<file path="config.mk">
export PLATFORM = sky130hd
export DESIGN_NAME = seg7_pair_to_bin_flat
export DESIGN_NICKNAME = d
export VERILOG_FILES = /design/src/rtl/seg7_pkg.sv /design/src/rtl/seg7_pair_to_bin_if.sv /design/src/rtl/seg7_glyph_decode.sv /design/src/rtl/seg7_pair_to_bin.sv /design/src/flat_wrapper.sv
export SDC_FILE = /design/constraint.sdc
export NUM_CORES = 1
export LEC_CHECK = 0
export BUFFER_PORTS_ARGS = -buffer_cell sky130_fd_sc_hd__buf_2
export CAP_MARGIN = 20
export CORE_MARGIN = 5
export CORE_UTILIZATION = 45
export DETAILED_ROUTE_END_ITERATION = 8
export PLACE_DENSITY = 0.68
export SLEW_MARGIN = 10
export SYNTH_ARGS = -nofsm -noshare
export SYNTH_HDL_FRONTEND = slang
export SYNTH_SLANG_ARGS = --single-unit
</file>
<file path="constraint.sdc">
create_clock -name clk -period 2.7 [get_ports clk]
set_input_delay 0.54 -clock clk [delete_from_list [all_inputs] [get_ports clk]]
set_output_delay 0.54 -clock clk [all_outputs]
set_load 0.005 [all_outputs]
</file>
<file path="src/rtl/seg7_pkg.sv">
// Shared constants and types for the seven-segment pair receiver.
// Glyphs are active-low, bit6 = segment a ... bit0 = segment g.
package seg7_pkg;

    localparam int SEG_W   = 7;
    localparam int DIGIT_W = 4;
    localparam int DATA_W  = 6;
    localparam int SUM_W   = 7;

    localparam logic [SEG_W-1:0] SEG_0 = 7'b0000001;
    localparam logic [SEG_W-1:0] SEG_1 = 7'b1001111;
    localparam logic [SEG_W-1:0] SEG_2 = 7'b0010010;
    localparam logic [SEG_W-1:0] SEG_3 = 7'b0000110;
    localparam logic [SEG_W-1:0] SEG_4 = 7'b1001100;
    localparam logic [SEG_W-1:0] SEG_5 = 7'b0100100;
    localparam logic [SEG_W-1:0] SEG_6 = 7'b0100000;
    localparam logic [SEG_W-1:0] SEG_7 = 7'b0001111;
    localparam logic [SEG_W-1:0] SEG_8 = 7'b0000000;
    localparam logic [SEG_W-1:0] SEG_9 = 7'b0000100;

    typedef enum logic [1:0] {
        S_TENS,
        S_UNITS,
        S_OUT
    } state_t;

    localparam logic [1:0] ERR_NONE  = 2'b00;
    localparam logic [1:0] ERR_GLYPH = 2'b01;
    localparam logic [1:0] ERR_OVF   = 2'b10;
    localparam logic [1:0] ERR_TMO   = 2'b11;

endpackage

</file>
<file path="src/rtl/seg7_pair_to_bin_if.sv">
// Glyph input stream, binary output stream and error strobe of the pair receiver.
// The slave side is the receiver; the master side is its environment.
interface seg7_pair_to_bin_if;
    import seg7_pkg::*;

    logic [SEG_W-1:0]  seg_code;
    logic              seg_valid;
    logic              seg_ready;
    logic [DATA_W-1:0] data;
    logic              data_valid;
    logic              data_ready;
    logic              err_valid;
    logic [1:0]        err_code;

    modport slave (
        input  seg_code,
        input  seg_valid,
        output seg_ready,
        output data,
        output data_valid,
        input  data_ready,
        output err_valid,
        output err_code
    );

    modport master (
        output seg_code,
        output seg_valid,
        input  seg_ready,
        input  data,
        input  data_valid,
        output data_ready,
        input  err_valid,
        input  err_code
    );

endinterface

</file>
<file path="src/rtl/seg7_glyph_decode.sv">
// Combinational active-low seven-segment glyph to decimal digit decoder.
// Any pattern outside the ten digit glyphs yields ok = 0 and digit = 0.
module seg7_glyph_decode
    import seg7_pkg::*;
(
    input  logic [SEG_W-1:0]   seg_code,
    output logic [DIGIT_W-1:0] digit,
    output logic               ok
);

    always_comb begin
        digit = '0;
        ok    = 1'b1;
        case (seg_code)
            SEG_0:   digit = 4'd0;
            SEG_1:   digit = 4'd1;
            SEG_2:   digit = 4'd2;
            SEG_3:   digit = 4'd3;
            SEG_4:   digit = 4'd4;
            SEG_5:   digit = 4'd5;
            SEG_6:   digit = 4'd6;
            SEG_7:   digit = 4'd7;
            SEG_8:   digit = 4'd8;
            SEG_9:   digit = 4'd9;
            default: ok    = 1'b0;
        endcase
    end

endmodule

</file>
<file path="src/rtl/seg7_pair_to_bin.sv">
// Receives a tens glyph then a units glyph and emits their 6-bit binary value.
// Bad glyphs, results above 63 and an idle gap after the tens digit raise err_valid.
module seg7_pair_to_bin
    import seg7_pkg::*;
#(
    parameter int TIMEOUT = 1000
) (
    input  logic              clk,
    input  logic              rst,
    seg7_pair_to_bin_if.slave bus
);

    localparam int TMR_W = $clog2(TIMEOUT);
    localparam logic [TMR_W-1:0] TMR_LAST = TMR_W'(TIMEOUT - 1);

    // tens*10 + units built from shifts; 9*10+9 = 99 fits in 7 bits.
    function automatic logic [SUM_W-1:0] mul_add(input logic [DIGIT_W-1:0] tens,
                                                 input logic [DIGIT_W-1:0] units);
        logic [SUM_W-1:0] t;
        t = {{(SUM_W-DIGIT_W){1'b0}}, tens};
        return (t << 3) + (t << 1) + {{(SUM_W-DIGIT_W){1'b0}}, units};
    endfunction

    function automatic logic fits_data(input logic [SUM_W-1:0] v);
        return v <= SUM_W'((1 << DATA_W) - 1);
    endfunction

    state_t              state_q, state_d;
    logic [TMR_W-1:0]    timer_q, timer_d;
    logic [DIGIT_W-1:0]  tens_q, tens_d;
    logic [DATA_W-1:0]   data_q, data_d;
    logic                err_q, err_d;
    logic [1:0]          code_q, code_d;

    logic [DIGIT_W-1:0]  dec_digit;
    logic                dec_ok;
    logic                seg_ready;
    logic                accept;
    logic [SUM_W-1:0]    sum;

    seg7_glyph_decode u_dec (
        .seg_code (bus.seg_code),
        .digit    (dec_digit),
        .ok       (dec_ok)
    );

    assign seg_ready = (state_q != S_OUT) && !rst;
    assign accept    = bus.seg_valid && seg_ready;
    assign sum       = mul_add(tens_q, dec_digit);

    always_comb begin
        state_d = state_q;
        timer_d = timer_q;
        tens_d  = tens_q;
        data_d  = data_q;
        err_d   = 1'b0;
        code_d  = ERR_NONE;
        case (state_q)
            S_TENS: begin
                if (accept) begin
                    if (dec_ok) begin
                        tens_d  = dec_digit;
                        timer_d = '0;
                        state_d = S_UNITS;
                    end else begin
                        err_d  = 1'b1;
                        code_d = ERR_GLYPH;
                    end
                end
            end
            S_UNITS: begin
                // An accept in the final timer cycle takes priority over the timeout.
                if (accept) begin
                    state_d = S_TENS;
                    if (!dec_ok) begin
                        err_d  = 1'b1;
                        code_d = ERR_GLYPH;
                    end else if (fits_data(sum)) begin
                        data_d  = sum[DATA_W-1:0];
                        state_d = S_OUT;
                    end else begin
                        err_d  = 1'b1;
                        code_d = ERR_OVF;
                    end
                end else if (timer_q == TMR_LAST) begin
                    err_d   = 1'b1;
                    code_d  = ERR_TMO;
                    state_d = S_TENS;
                end else begin
                    timer_d = timer_q + TMR_W'(1);
                end
            end
            S_OUT: begin
                if (bus.data_ready) begin
                    state_d = S_TENS;
                end
            end
            default: state_d = S_TENS;
        endcase
    end

    always_ff @(posedge clk or posedge rst) begin
        if (rst) begin
            state_q <= S_TENS;
            timer_q <= '0;
            data_q  <= '0;
            err_q   <= 1'b0;
            code_q  <= ERR_NONE;
        end else begin
            state_q <= state_d;
            timer_q <= timer_d;
            data_q  <= data_d;
            err_q   <= err_d;
            code_q  <= code_d;
        end
    end

    // The stored tens digit is only read in S_UNITS, after it has been written.
    always_ff @(posedge clk) begin
        tens_q <= tens_d;
    end

    assign bus.seg_ready  = seg_ready;
    assign bus.data       = data_q;
    assign bus.data_valid = (state_q == S_OUT);
    assign bus.err_valid  = err_q;
    assign bus.err_code   = code_q;

endmodule

</file>
<file path="src/flat_wrapper.sv">
// flat-port wrapper written by rule: the top's interface ports become plain ports
module seg7_pair_to_bin_flat import seg7_pkg::*;
#(
    parameter int TIMEOUT = 1000
)
  (clk, rst, bus_seg_code, bus_seg_valid, bus_seg_ready, bus_data, bus_data_valid, bus_data_ready, bus_err_valid, bus_err_code);
  seg7_pair_to_bin_if bus_i ();
  input  logic clk;
  input  logic rst;
  input wire logic [$bits(bus_i.seg_code)-1:0] bus_seg_code;
  input wire logic [$bits(bus_i.seg_valid)-1:0] bus_seg_valid;
  output wire logic [$bits(bus_i.seg_ready)-1:0] bus_seg_ready;
  output wire logic [$bits(bus_i.data)-1:0] bus_data;
  output wire logic [$bits(bus_i.data_valid)-1:0] bus_data_valid;
  input wire logic [$bits(bus_i.data_ready)-1:0] bus_data_ready;
  output wire logic [$bits(bus_i.err_valid)-1:0] bus_err_valid;
  output wire logic [$bits(bus_i.err_code)-1:0] bus_err_code;
  assign bus_i.seg_code = bus_seg_code;
  assign bus_i.seg_valid = bus_seg_valid;
  assign bus_seg_ready = bus_i.seg_ready;
  assign bus_data = bus_i.data;
  assign bus_data_valid = bus_i.data_valid;
  assign bus_i.data_ready = bus_data_ready;
  assign bus_err_valid = bus_i.err_valid;
  assign bus_err_code = bus_i.err_code;
  seg7_pair_to_bin #(.TIMEOUT(TIMEOUT)) u_core (.clk(clk), .rst(rst), .bus(bus_i));
endmodule
</file>
# ---- After elaboration in Yosys (flattened, before gate mapping)
# Index checks and enable logic that the tools add are counted.
dict set report op_classes {
  add_sub_neg 3
  n_lt_le_gt_ge 1
  eq_ne 19
  mux 29
  n_reduce_logical 11
}
# operator n
set ops {}
lappend ops {{$mux 10} 4}
lappend ops {{$pmux 4 s9} 1}
lappend ops {{$mux 2} 12}
lappend ops {{$pmux 10 s2} 1}
lappend ops {{$eq 7x3->1 const B} 2}
lappend ops {{$eq 7x6->1 const B} 2}
lappend ops {{$eq 7x7->1 const B} 2}
lappend ops {{$add 10x1->10 const B} 1}
lappend ops {{$eq 10x10->1 const B} 1}
lappend ops {{$reduce_or 10->1} 1}
lappend ops {{$mux 1} 8}
lappend ops {{$reduce_and 4->1} 2}
lappend ops {{$add 7x4->7} 1}
lappend ops {{$add 7x5->7} 1}
lappend ops {{$eq 7x1->1 const B} 1}
lappend ops {{$eq 7x4->1 const B} 1}
lappend ops {{$eq 7x5->1 const B} 1}
lappend ops {{$le 7x6->1 const B} 1}
lappend ops {{$logic_not 7->1} 1}
lappend ops {{$ne 2x1->1 const B} 3}
lappend ops {{$ne 2x2->1 const B} 3}
lappend ops {{$pmux 2 s3} 1}
lappend ops {{$reduce_and 5->1} 1}
lappend ops {{$pmux 2 s2} 1}
lappend ops {{other kinds (9)} 10}
dict set report totals {
  register_bits 25
  inputBits 11
  out_inout_bits 11
}

# ---- Depth between registers and ports, before layout
# Gate-level depths: netlist of the first run.
dict set report depth {
  ltp_word 8
  depth_mapped 15
  depth_no_buf 13
}

# ---- Hierarchy
# From an unflattened synthesis of the first run, not the netlist that was laid out.
dict set report hier_totals {
  cells_unflattened 152
  area_unflattened_um2 1570.3
}
# mod instances cells_each area_per_inst_um2
set by_module_without_submodules {}
lappend by_module_without_submodules {seg7_pair_to_bin 1 128 1387.6}
lappend by_module_without_submodules {seg7_glyph_decode 1 24 182.7}

# ---- Worst setup path after synthesis of the first run
# OpenSTA, ideal clock, no wires.
dict set report synth_path {
  kind {input to register}
  startpoint {input bus_seg_code[3]}
  endpoint {register u_core.data_q[0] (netlist: u_core.bus.data[0])}
  arrival_ps 3703
  setup_slack_ps -1128
  stages 11
  n_path_buf 2
  path_cell_list {buf_6 > or3_1 > or4_1 > fa_1 > fa_1 > nand2b_1 > a21oi_1 > xor2_1 > a2111o_1 > buf_6 > mux2_4}
}
dict set report synth_between {
  elab_chain_cells 5
  word_cells_on_any_way 16
  classes_between {add/sub: 1; order compare: 1; eq/ne: 9; mux: 2; reduce/logical: 3}
}
# element line_no
set synth_lines {}
lappend synth_lines {{start, declared} flat_wrapper.sv:10} ;# input wire logic [$bits(bus_i.seg_code)-1:0] bus_seg_code;
lappend synth_lines {{$eq 7x3->1, or another cell as far along} seg7_glyph_decode.sv:14} ;# case (seg_code)
lappend synth_lines {{$pmux 4 s9} seg7_glyph_decode.sv:14}
lappend synth_lines {{$add 7x4->7} seg7_pair_to_bin.sv:21} ;# return (t << 3) + (t << 1) + {{(SUM_W-DIGIT_W){1'b0}}, units};
lappend synth_lines {{$le 7x6->1} seg7_pair_to_bin.sv:25} ;# return v <= SUM_W'((1 << DATA_W) - 1);
lappend synth_lines {{$reduce_and 4->1 (no line)} -}
lappend synth_lines {{end signal, assigned} seg7_pair_to_bin.sv:112} ;# data_q <= data_d;
lappend synth_lines {{end, declared} seg7_pair_to_bin.sv:31} ;# logic [DATA_W-1:0] data_q, data_d;
# Several ways; a longest one is shown, not always the timed one.
# A chain may end at the register's enable or synchronous reset.

# ---- Worst setup path in the final report of the first run
dict set report layout_path {
  startpoint {input bus_seg_code[3]}
  endpoint {register u_core.data_q[1] (netlist: u_core.bus.data[1])}
}
# Same word-level chain as after synthesis.

==> results of run 1 <==
state kept, by name (all words and copies together) (netlist names):
register and cells:
u_core.bus.err_code 2, u_core.state_q 2, u_core.bus.err_valid 1, u_core.bus.data 6
u_core.tens_q 4, u_core.timer_q 10
final timing paths:
path,from,to,slack [ps],cells past startpoint
max in group asynchronous,rst,u_core.timer_q[6]$_DFFE_PP0P_,1850,2
min in group clk,bus_data_ready,u_core.state_q[1]$_DFFE_PP0P_,390,2
setup reg to reg,u_core.tens_q[0]$_DFFE_PP_,u_core.bus.data[1]$_DFFE_PP0P_,60,8
hold reg to reg,u_core.bus.data[4]$_DFFE_PP0P_,u_core.bus.data[4]$_DFFE_PP0P_,520,1
setup / recovery,bus_seg_code[3],u_core.bus.data[1]$_DFFE_PP0P_,-590,10
hold / removal,rst,u_core.timer_q[0]$_DFFE_PP0P_,360,2
cells in the final DEF, fill, tap and decap left out, drive strengths merged, types with 2 or more instances in the layout:
cell     Yosys  final
nand2b       7      7
clkbuf       2      3
o22ai        2      2
nand4        3      3
inv         13     13
fa           2      2
edfxtp       4      4
mux2         5      5
xnor2        7      7
nand2        9      9
o21ai        2      2
or4          5      5
nor2b        2      2
dfrtp       21     21
ha           8      8
xor2         5      5
a2111oi      2      2
nor2        20     20
a21oi        7      7
buf          3     46
nor3         4      4
nand3        5      5
metrics by stage:
step | cells | setup TNS, ps | hold WS, ps
6_report | 246 | -4400 | 364
5_1_grt | 246 | -5130 | 400
4_1_cts | 244 | -4630 | 390
3_5_place_dp | 239 | -8290 | 498
3_3_place_gp | 239 | -7620 | 494
2_1_floorplan | 155 | -5740 | 498
metal layers:
| metal | GRT usage | part of all wire |
|---|---|---|
| met1 | 0.211 | 0.46 |
| met2 | 0.260 | 0.47 |
| met3 | 0.0243 | 0.052 |
| met4 | 0.0292 | 0.015 |
| met5 | 0 | 0 |
power by group through the flow:
| stage | Combinational (uW) | Sequential, uW | Clock, uW |
|---|---|---|---|
| after detailed placement | 119 | 426 | 0 |
| after global routing | 148 | 420 | 191 |
| after global placement | 117 | 424 | 0 |
| final | 133 | 418 | 170 |
| after floorplan | 72.4 | 422 | 0 |
| after CTS | 127 | 418 | 171 |
cell families (layout without fill, tap and decap cells):
kind of cell             after synthesis  count (layout)  synth area share
multiplexers                           6               6            0.0549
flip-flops                            25              25             0.416
AND/OR/NAND/NOR                       63              63             0.217
adder cells (fa/ha/maj)               10              10            0.0904
buffers and inverters                 18              63            0.0541
AO/OA/AOI/OAI                         21              21            0.0993
XOR/XNOR                              12              12            0.0678
layout make-up:
type | instances | area (um2) | share of cell area
clock inverter | 1 | 5.00 | 0.00246
multi-input combinational | 112 | 918 | 0.452
clock buffer | 3 | 22.5 | 0.0111
tap | 46 | 57.6 | 0.0283
sequential | 25 | 646 | 0.318
inverter | 13 | 48.8 | 0.0240
timing repair buffer | 46 | 333 | 0.164
repair_timing:
action | in CTS | in global routing
cloned | 0 | 0
endpoints found under the setup margin | 9 | 9
buffers inserted | 1 | 2
gates resized for setup | 15 | 7
hold buffers | 0 | 0
pin swaps | 9 | 11
==> flow_summary.toml, run 1 <==
[floorplan]
die_h_um = 68.7
dieWidth_um = 68.7
floorplan.initialDensity = 0.465
core_region_area_um2 = 3340
die_area_um2 = 4720
rows = 21
io_pins = 22

[pwr]
p_sw_uw = 197
totalPowerFinal_uw = 722
intPower_uw = 525
power.density_nw_per_um2 = 355
p_clk_frac = 0.236
seq_power_share = 0.579
ir_worst_vdd_mv = 0.292
swShare = 0.273
combPwrFrac = 0.185
leakagePower_uw = 0.000992

[yosys]
synth_ff_type = "dfrtp_1"
synth-edff-count = 4
synth.lib_cells_used.distinct = 41
synthCells = 155
synth_area_um2 = 1550
cell_types_with_the_largest_area_share_after_synthesis = "dfrtp_1 34%, edfxtp_1 7.7%, ha_1 6.5%, mux2_4 4.8%, nor2_1 4.8%"
synth.ff_latch_count = 25
synthesis.nets = 176
seq_area_frac_synth = 0.416
postSynthAreaPerCell_um2 = 10.0
async_sr_flop_fraction = 0.840
synth.yosys.warnings = 0
synth_largest_type_area_fraction = 0.339
post-synth-top-count-cell = "dfrtp_1"
post_synthesis_cell_type_with_the_largest_combined_area = "dfrtp_1"
commonest_cells_post_synth = "21 x dfrtp_1, 20 x nor2_1, 13 x inv_1"

[placement]
detailed_place.area_um2 = 1880
place.port_buffers = 21
gp_routability_congestion = 0.896
preCtsSetupSlack_ps = -1030
dp_wirelength_um = 2510

[final_layout]
count_of_filler_cells_inserted_in_the_layout = 289
antenna_cells_inserted = 0
stdcell_area_um2 = 2030
post_route_cells_drive_above_1_share = 0.370
finalCoreUtilization = 0.609
syn2layout_area_growth_pct = 31.0
nets = 222

[critical_path]
worst_path_max_delay_cell = "fa_1"
endpoint_kind = "flip-flop"
critPathArrivalTime_ps = 3510
path_buf_inv = 1
cells_traversed_along_the_worst_timing_path = "buf_8, or3_4, or4_4, fa_1, fa_2, nand2b_4, a21oi_2, xor2_1, a2111o_2, mux2_4"
required_ps = 2920
critical_path_class = "in2reg"
cp-start-kind = "input port"
timing.critical_path.slowest_cell_delay_ps = 490
timing.critical_path.fanout_max = 7
kind_of_cell_adding_the_most_delay_to_the_critical_path = "simple AND/OR/NAND/NOR gates"

[detailed_routing]
antenna_violating_nets_post_route = 0
detail_route.drc_violations = 0
total_vias_in_the_final_route = 1298
wirelength_um = 3420
drt_pre_antenna_iters = 4
avgRoutedWirePerCell_um = 13.9
drtIter0Drc = 50
post_drt_via_cell_ratio = 5.28

[run_status]
violations = "setup timing"
status = "finished, violations left"

[hold_path]
hold_class = "in2async"

[timing]
layout_worst_path_cycle_share = 1.22
final_hold_viol_count = 0
fin_skew_ps = 6.52
final.min_clock_period_ps = 3290
tightest_slew_ps = 778
final-setup-viol-count = 9
max_clock_freq_ghz = 0.304
slew_headroom = 0.481
rsz0062_at_grt = "yes"
postLayoutSetupSlackWorst_ps = -589
slew_viol_final = 0

[grt]
grt_max_degree = 22
grt_pass1_wl_um = 5580
global_route.usage.total = 0.154
antenna_found_initial = 0
gr-total-overflow = 0
grt_pass1_vias = 1235

[clock_tree]
clkLatencyLatePin_ps = 320
clk_path_buf_depth = 2
cts_tree = "yes"
clkSlewWorstSetupHoldPaths_ps = 140
cts.sink_count = 25
tritoncts_buffers = 3
clockRootBuffer = "clkbuf_4"
htree_levels = 1

[job]
max_cap_viol_count = 0
Note: power is estimated with default switching activity, not from simulation.
==> run 2: changes to the inputs <==
--- a/config.mk
+++ b/config.mk
@@ -10,7 +10,7 @@
 export CORE_MARGIN = 5
 export CORE_UTILIZATION = 45
 export DETAILED_ROUTE_END_ITERATION = 8
-export PLACE_DENSITY = 0.68
+export PLACE_DENSITY = 0.65
 export SLEW_MARGIN = 10
 export SYNTH_ARGS = -nofsm -noshare
 export SYNTH_HDL_FRONTEND = slang
==> run 2 against run 1 <==
The flow still finishes with violations (setup timing). Total power grew 3.7%. Fmax down 1.6%. Clock skew is 8.5 ps higher. First-iteration DRC count shrank 8.0%. Global-route usage increased by 3.4 points. Die area stayed put. Utilization up 6.0 points. Critical path depth up 4. Worst setup slack worse by 54 ps. Final cell count grew 8.9%. Via count up 9.8%. Largest cell class unchanged. Largest power group unchanged. Highest routed layer unchanged.
==> flow_summary.toml, run 2 (same netlist as run 1, synthesis figures left out) <==
[run_status]
status = "finished, violations left"
violations = "setup timing"

[clock_tree]
clockRootBuffer = "clkbuf_4"
number_of_hold_buffers_added_after_cts = 0
tritoncts_buffers = 3
clk_path_buf_depth = 2
cts_tree = "yes"
clkSlewWorstSetupHoldPaths_ps = 150
cts.sink_count = 25
clkLatencyLatePin_ps = 330
htree_levels = 1

[grt]
antenna_found_initial = 0
gr-total-overflow = 0
grt_pass1_vias = 1457
grt_pass1_wl_um = 6560
global_route.usage.total = 0.189
grt_max_degree = 22

[critical_path]
critical_path_class = "in2reg"
critPathArrivalTime_ps = 3560
timing.critical_path.fanout_max = 7
cp-start-kind = "input port"
required_ps = 2920
endpoint_kind = "flip-flop"
worst_r2r_path_depth = 8

[final_layout]
layout.cells.most_common_list = "41 x buf_4, 21 x dfrtp_1, 20 x nor2_1"
post_route_cells_drive_above_1_share = 0.441
layout_commonest_cell = "buf_4"
finalCoreUtilization = 0.669
nets = 244
syn2layout_area_growth_pct = 43.9
stdcell_area_um2 = 2230
number_of_flip_flops_under_the_largest_register_name = 10
top_register = "u_core.timer_q"
antenna_cells_inserted = 0

[detailed_routing]
total_vias_in_the_final_route = 1425
wirelength_um = 4010
drt_pre_antenna_iters = 4
avgRoutedWirePerCell_um = 15.0
detail_route.drc_violations = 0
antenna_violating_nets_post_route = 0
post_drt_via_cell_ratio = 5.32
drtIter0Drc = 46

[timing]
tightest_slew_ps = 787
final.min_clock_period_ps = 3340
final_hold_viol_count = 0
holdWs_ps = 346
fin_skew_ps = 15.0
postLayoutSetupSlackWorst_ps = -643
final-setup-viol-count = 10
slew_headroom = 0.475
layout_worst_path_cycle_share = 1.24
max_clock_freq_ghz = 0.299
slew_viol_final = 0
rsz0062_at_grt = "yes"

[placement]
place.port_buffers = 21
detailed_place.area_um2 = 1900
gp_routability_congestion = 0.818
dp_wirelength_um = 2910

[floorplan]
die_h_um = 68.7
dieWidth_um = 68.7
rows = 21
floorplan.initialDensity = 0.465
core_region_area_um2 = 3340
io_pins = 22
die_area_um2 = 4720

[hold_path]
hold_class = "in2async"

[job]
max_cap_viol_count = 0

[pwr]
ir_worst_vdd_mv = 0.240
leakagePower_uw = 0.00113
power.density_nw_per_um2 = 336
[run 2: cell count changes in the layout (fill, tap and decap cells not counted), moves of 2 or more]
cell	before	now
buf_4	23	41
buf_6	4	10
buf_8	2	0
nand2b_1	6	4
nand2b_4	1	3
[run 2: through the flow]
step	total power (uW)	TNS (ps)	setup slack [ps]	cells
after CTS	744	-5530	-667	267
after floorplan	495	-5740	-790	155
after detailed placement	551	-8320	-1040	242
final	749	-5100	-643	268
after global routing	782	-6020	-723	268
after global placement	544	-7440	-939	242
[run 2: layout make-up]
type / instances / area (um2)
Clock buffer: 3 / 22.5
Fill cell: 275 / 1110
Sequential cell: 25 / 646
Timing Repair Buffer: 68 / 505
Clock inverter: 1 / 6.26
Inverter: 13 / 48.8
Tap cell: 46 / 57.6
Multi-Input combinational cell: 112 / 945
[run 2: final timing paths]
check | from | endpoint | slack, ps
setup / recovery | bus_seg_code[0] | u_core.bus.data[0]$_DFFE_PP0P_ | -640
min in group clk | bus_data_ready | u_core.state_q[1]$_DFFE_PP0P_ | 400
hold reg to reg | u_core.bus.data[4]$_DFFE_PP0P_ | u_core.bus.data[4]$_DFFE_PP0P_ | 530
max in group asynchronous | rst | u_core.bus.data[0]$_DFFE_PP0P_ | 1850
setup reg to reg | u_core.tens_q[0]$_DFFE_PP_ | u_core.bus.data[0]$_DFFE_PP0P_ | 30
hold / removal | rst | u_core.timer_q[0]$_DFFE_PP0P_ | 350
[run 2: worst max-delay path, cell delays in order]
cell and delay [ps]:
buf_6 90, or4_4 550, nor4b_4 350, nor3_4 80, inv_2 90, ha_4 140
ha_4 130, inv_2 40, fa_2 360, nand2b_4 150, a21oi_2 140, xor2_1 90
a2111o_1 460, mux2_4 360
[run 2: layer usage]
metal  GRT usage  wire (um)  part of all wire
met4      0.0487         73             0.018
met2       0.359       2120              0.53
met3      0.0276        152             0.038
met1       0.219       1670              0.42
met5           0          0                 0
[run 2: power breakdown]
part / switching, uW / internal (uW)
Clock: 120 / 57.8
Combinational: 75.2 / 78.3
Sequential: 15.2 / 402
[run 2: what timing repair did]
| action | in CTS | in global routing |
|---|---|---|
| resized for setup | 19 | 10 |
| buffers inserted | 21 | 4 |
| pin swaps | 12 | 6 |
| setup endpoints to repair | 9 | 10 |
==> run 3: changes to the inputs <==
--- a/config.mk
+++ b/config.mk
@@ -7,6 +7,7 @@
 export LEC_CHECK = 0
 export BUFFER_PORTS_ARGS = -buffer_cell sky130_fd_sc_hd__buf_2
 export CAP_MARGIN = 20
+export CORE_ASPECT_RATIO = 1.1
 export CORE_MARGIN = 5
 export CORE_UTILIZATION = 45
 export DETAILED_ROUTE_END_ITERATION = 8
==> run 3 against run 2 <==
The run still ends with setup timing left. Critical path depth unchanged. Clock skew decreased by 11 ps. Global-route usage decreased by 1.6 points. Largest power group unchanged.
==> flow_summary.toml, run 3 (same netlist as run 1, synthesis figures left out) <==
[run_status]
status = "finished, violations left"
violations = "setup timing"

[detailed_routing]
total_vias_in_the_final_route = 1332
wirelength_um = 3690
antenna_violating_nets_post_route = 0
drtIter0Drc = 44
detail_route.drc_violations = 0
avgRoutedWirePerCell_um = 14.5
drt_pre_antenna_iters = 4
post_drt_via_cell_ratio = 5.24

[placement]
place.port_buffers = 21
placedCellCount = 240
gp_routability_congestion = 0.855
preCtsSetupSlack_ps = -1060
dp_wirelength_um = 2640

[timing]
fin_skew_ps = 4.38
final.min_clock_period_ps = 3350
slew_viol_final = 0
holdWs_ps = 360
final-setup-viol-count = 9
final_hold_viol_count = 0
layout_worst_path_cycle_share = 1.24
postLayoutSetupSlackWorst_ps = -647
slew_headroom = 0.455
tightest_slew_ps = 817
max_clock_freq_ghz = 0.299
rsz0062_at_grt = "yes"

[floorplan]
rows = 22
die_h_um = 71.6
floorplan.initialDensity = 0.465
dieWidth_um = 66.0
io_pins = 22
die_area_um2 = 4720
core_region_area_um2 = 3330

[critical_path]
timing.critical_path.fanout_max = 7
critPathLaunch = "bus_seg_code[6]"
endpoint_kind = "flip-flop"
critPathArrivalTime_ps = 3590
cp-start-kind = "input port"
critical_path_class = "in2reg"
timing.critical_path.slowest_cell_delay_ps = 560
required_ps = 2940
cells_traversed_along_the_worst_timing_path = "buf_8, or4_4, nor4b_4, nor3_2, inv_1, ha_1, ha_2, inv_2, fa_2, nand2b_4, a21oi_2, xor2_1, a2111o_2, mux2_4"
worst_path_max_delay_cell = "or4_4"
worst_reg2reg_path_startpoint = "u_core.tens_q[2]$_DFFE_PP_"

[grt]
global_route.usage.total = 0.173
antenna_found_initial = 1
gr-total-overflow = 0
grt_pass1_wl_um = 6130
grt_pass1_vias = 1377
grt_max_degree = 22

[pwr]
seq_power_share = 0.568
combPwrFrac = 0.185
power.density_nw_per_um2 = 359
intPower_uw = 525
swShare = 0.287
p_sw_uw = 212
leakagePower_uw = 0.00101
p_clk_frac = 0.247
ir_worst_vdd_mv = 0.166

[clock_tree]
tritoncts_buffers = 3
cts_tree = "yes"
cts.sink_count = 25
clkSlewWorstSetupHoldPaths_ps = 150
clkLatencyLatePin_ps = 340
clockRootBuffer = "clkbuf_4"
htree_levels = 1
clk_path_buf_depth = 2

[final_layout]
top_register = "u_core.timer_q"
count_of_filler_cells_inserted_in_the_layout = 290
nets = 227
layout.cells.most_common_list = "25 x buf_4, 21 x dfrtp_1, 20 x nor2_1"
number_of_flip_flops_under_the_largest_register_name = 10
layout_commonest_cell = "buf_4"
stdcell_count = 254
post_route_cells_drive_above_1_share = 0.376
syn2layout_area_growth_pct = 32.5

[hold_path]
hold_class = "in2async"

[job]
max_cap_viol_count = 0
[run 3: power groups by stage]
| stage | sequential (uW) | combinational, uW | clock, uW |
|---|---|---|---|
| 3_5_place_dp | 426 | 123 | 0 |
| 5_1_grt | 421 | 151 | 201 |
| 6_report | 418 | 136 | 182 |
| 2_1_floorplan | 422 | 72.4 | 0 |
| 4_1_cts | 419 | 137 | 179 |
| 3_3_place_gp | 424 | 118 | 0 |
[run 3: path summary, 6_finish.rpt]
| kind | endpoint | slack [ps] | cells after the start |
|---|---|---|---|
| worst max-delay path | u_core.bus.data[0]$_DFFE_PP0P_ | -650 | 14 |
| worst min-delay path | u_core.timer_q[2]$_DFFE_PP0P_ | 360 | 2 |
| worst max register to register | u_core.bus.data[0]$_DFFE_PP0P_ | -10 | 8 |
| worst min register to register | u_core.bus.data[2]$_DFFE_PP0P_ | 530 | 1 |
| max in group asynchronous | u_core.bus.data[0]$_DFFE_PP0P_ | 1840 | 2 |
| min in group clk | u_core.state_q[1]$_DFFE_PP0P_ | 370 | 2 |
[run 3: cell type report]
cell class                 instances  area, um2  share of cell area
multi-input combinational        112        905               0.440
sequential                        25        646               0.314
timing repair buffer              51        365               0.178
tap                               48       60.1              0.0292
inverter                          13       48.8              0.0238
clock buffer                       3       22.5              0.0110
clock inverter                     1       5.00             0.00244
antenna                            1       2.50             0.00122
[run 3: per-stage QoR]
step | setup TNS (ps) | instance area (um2) | total power, uW | util
3_5_place_dp | -8470 | 1870 | 549 | 0.563
6_report | -4700 | 2050 | 737 | 0.617
2_1_floorplan | -5740 | 1590 | 495 | -
4_1_cts | -7160 | 2060 | 734 | 0.618
5_1_grt | -5410 | 2050 | 774 | 0.617
3_3_place_gp | -7610 | 1870 | 542 | 0.563
[run 3: per-layer routing]
layer	global-route usage	vias up	wire length (um)
met1	0.197	638	1580
met4	0.102	0	90
li1	-	649	-
met2	0.303	40	1870
met3	0.0235	5	158
met5	0	-	0
[run 3: repair_timing]
item	CTS	global route
resized for setup	19	6
setup endpoints to repair	9	24
hold buffers	0	0
pin swaps	12	3
gates cloned	0	0
setup buffers	11	4
[run 3: critical path, delay by kind of cell]
| kind | cells | cell delay, ps |
|---|---|---|
| fa+ha+maj | 3 | 660 |
| simple gates | 4 | 1060 |
| compound gates | 2 | 660 |
| mux | 1 | 330 |
| xor+xnor | 1 | 110 |
| buf+inv | 3 | 230 |
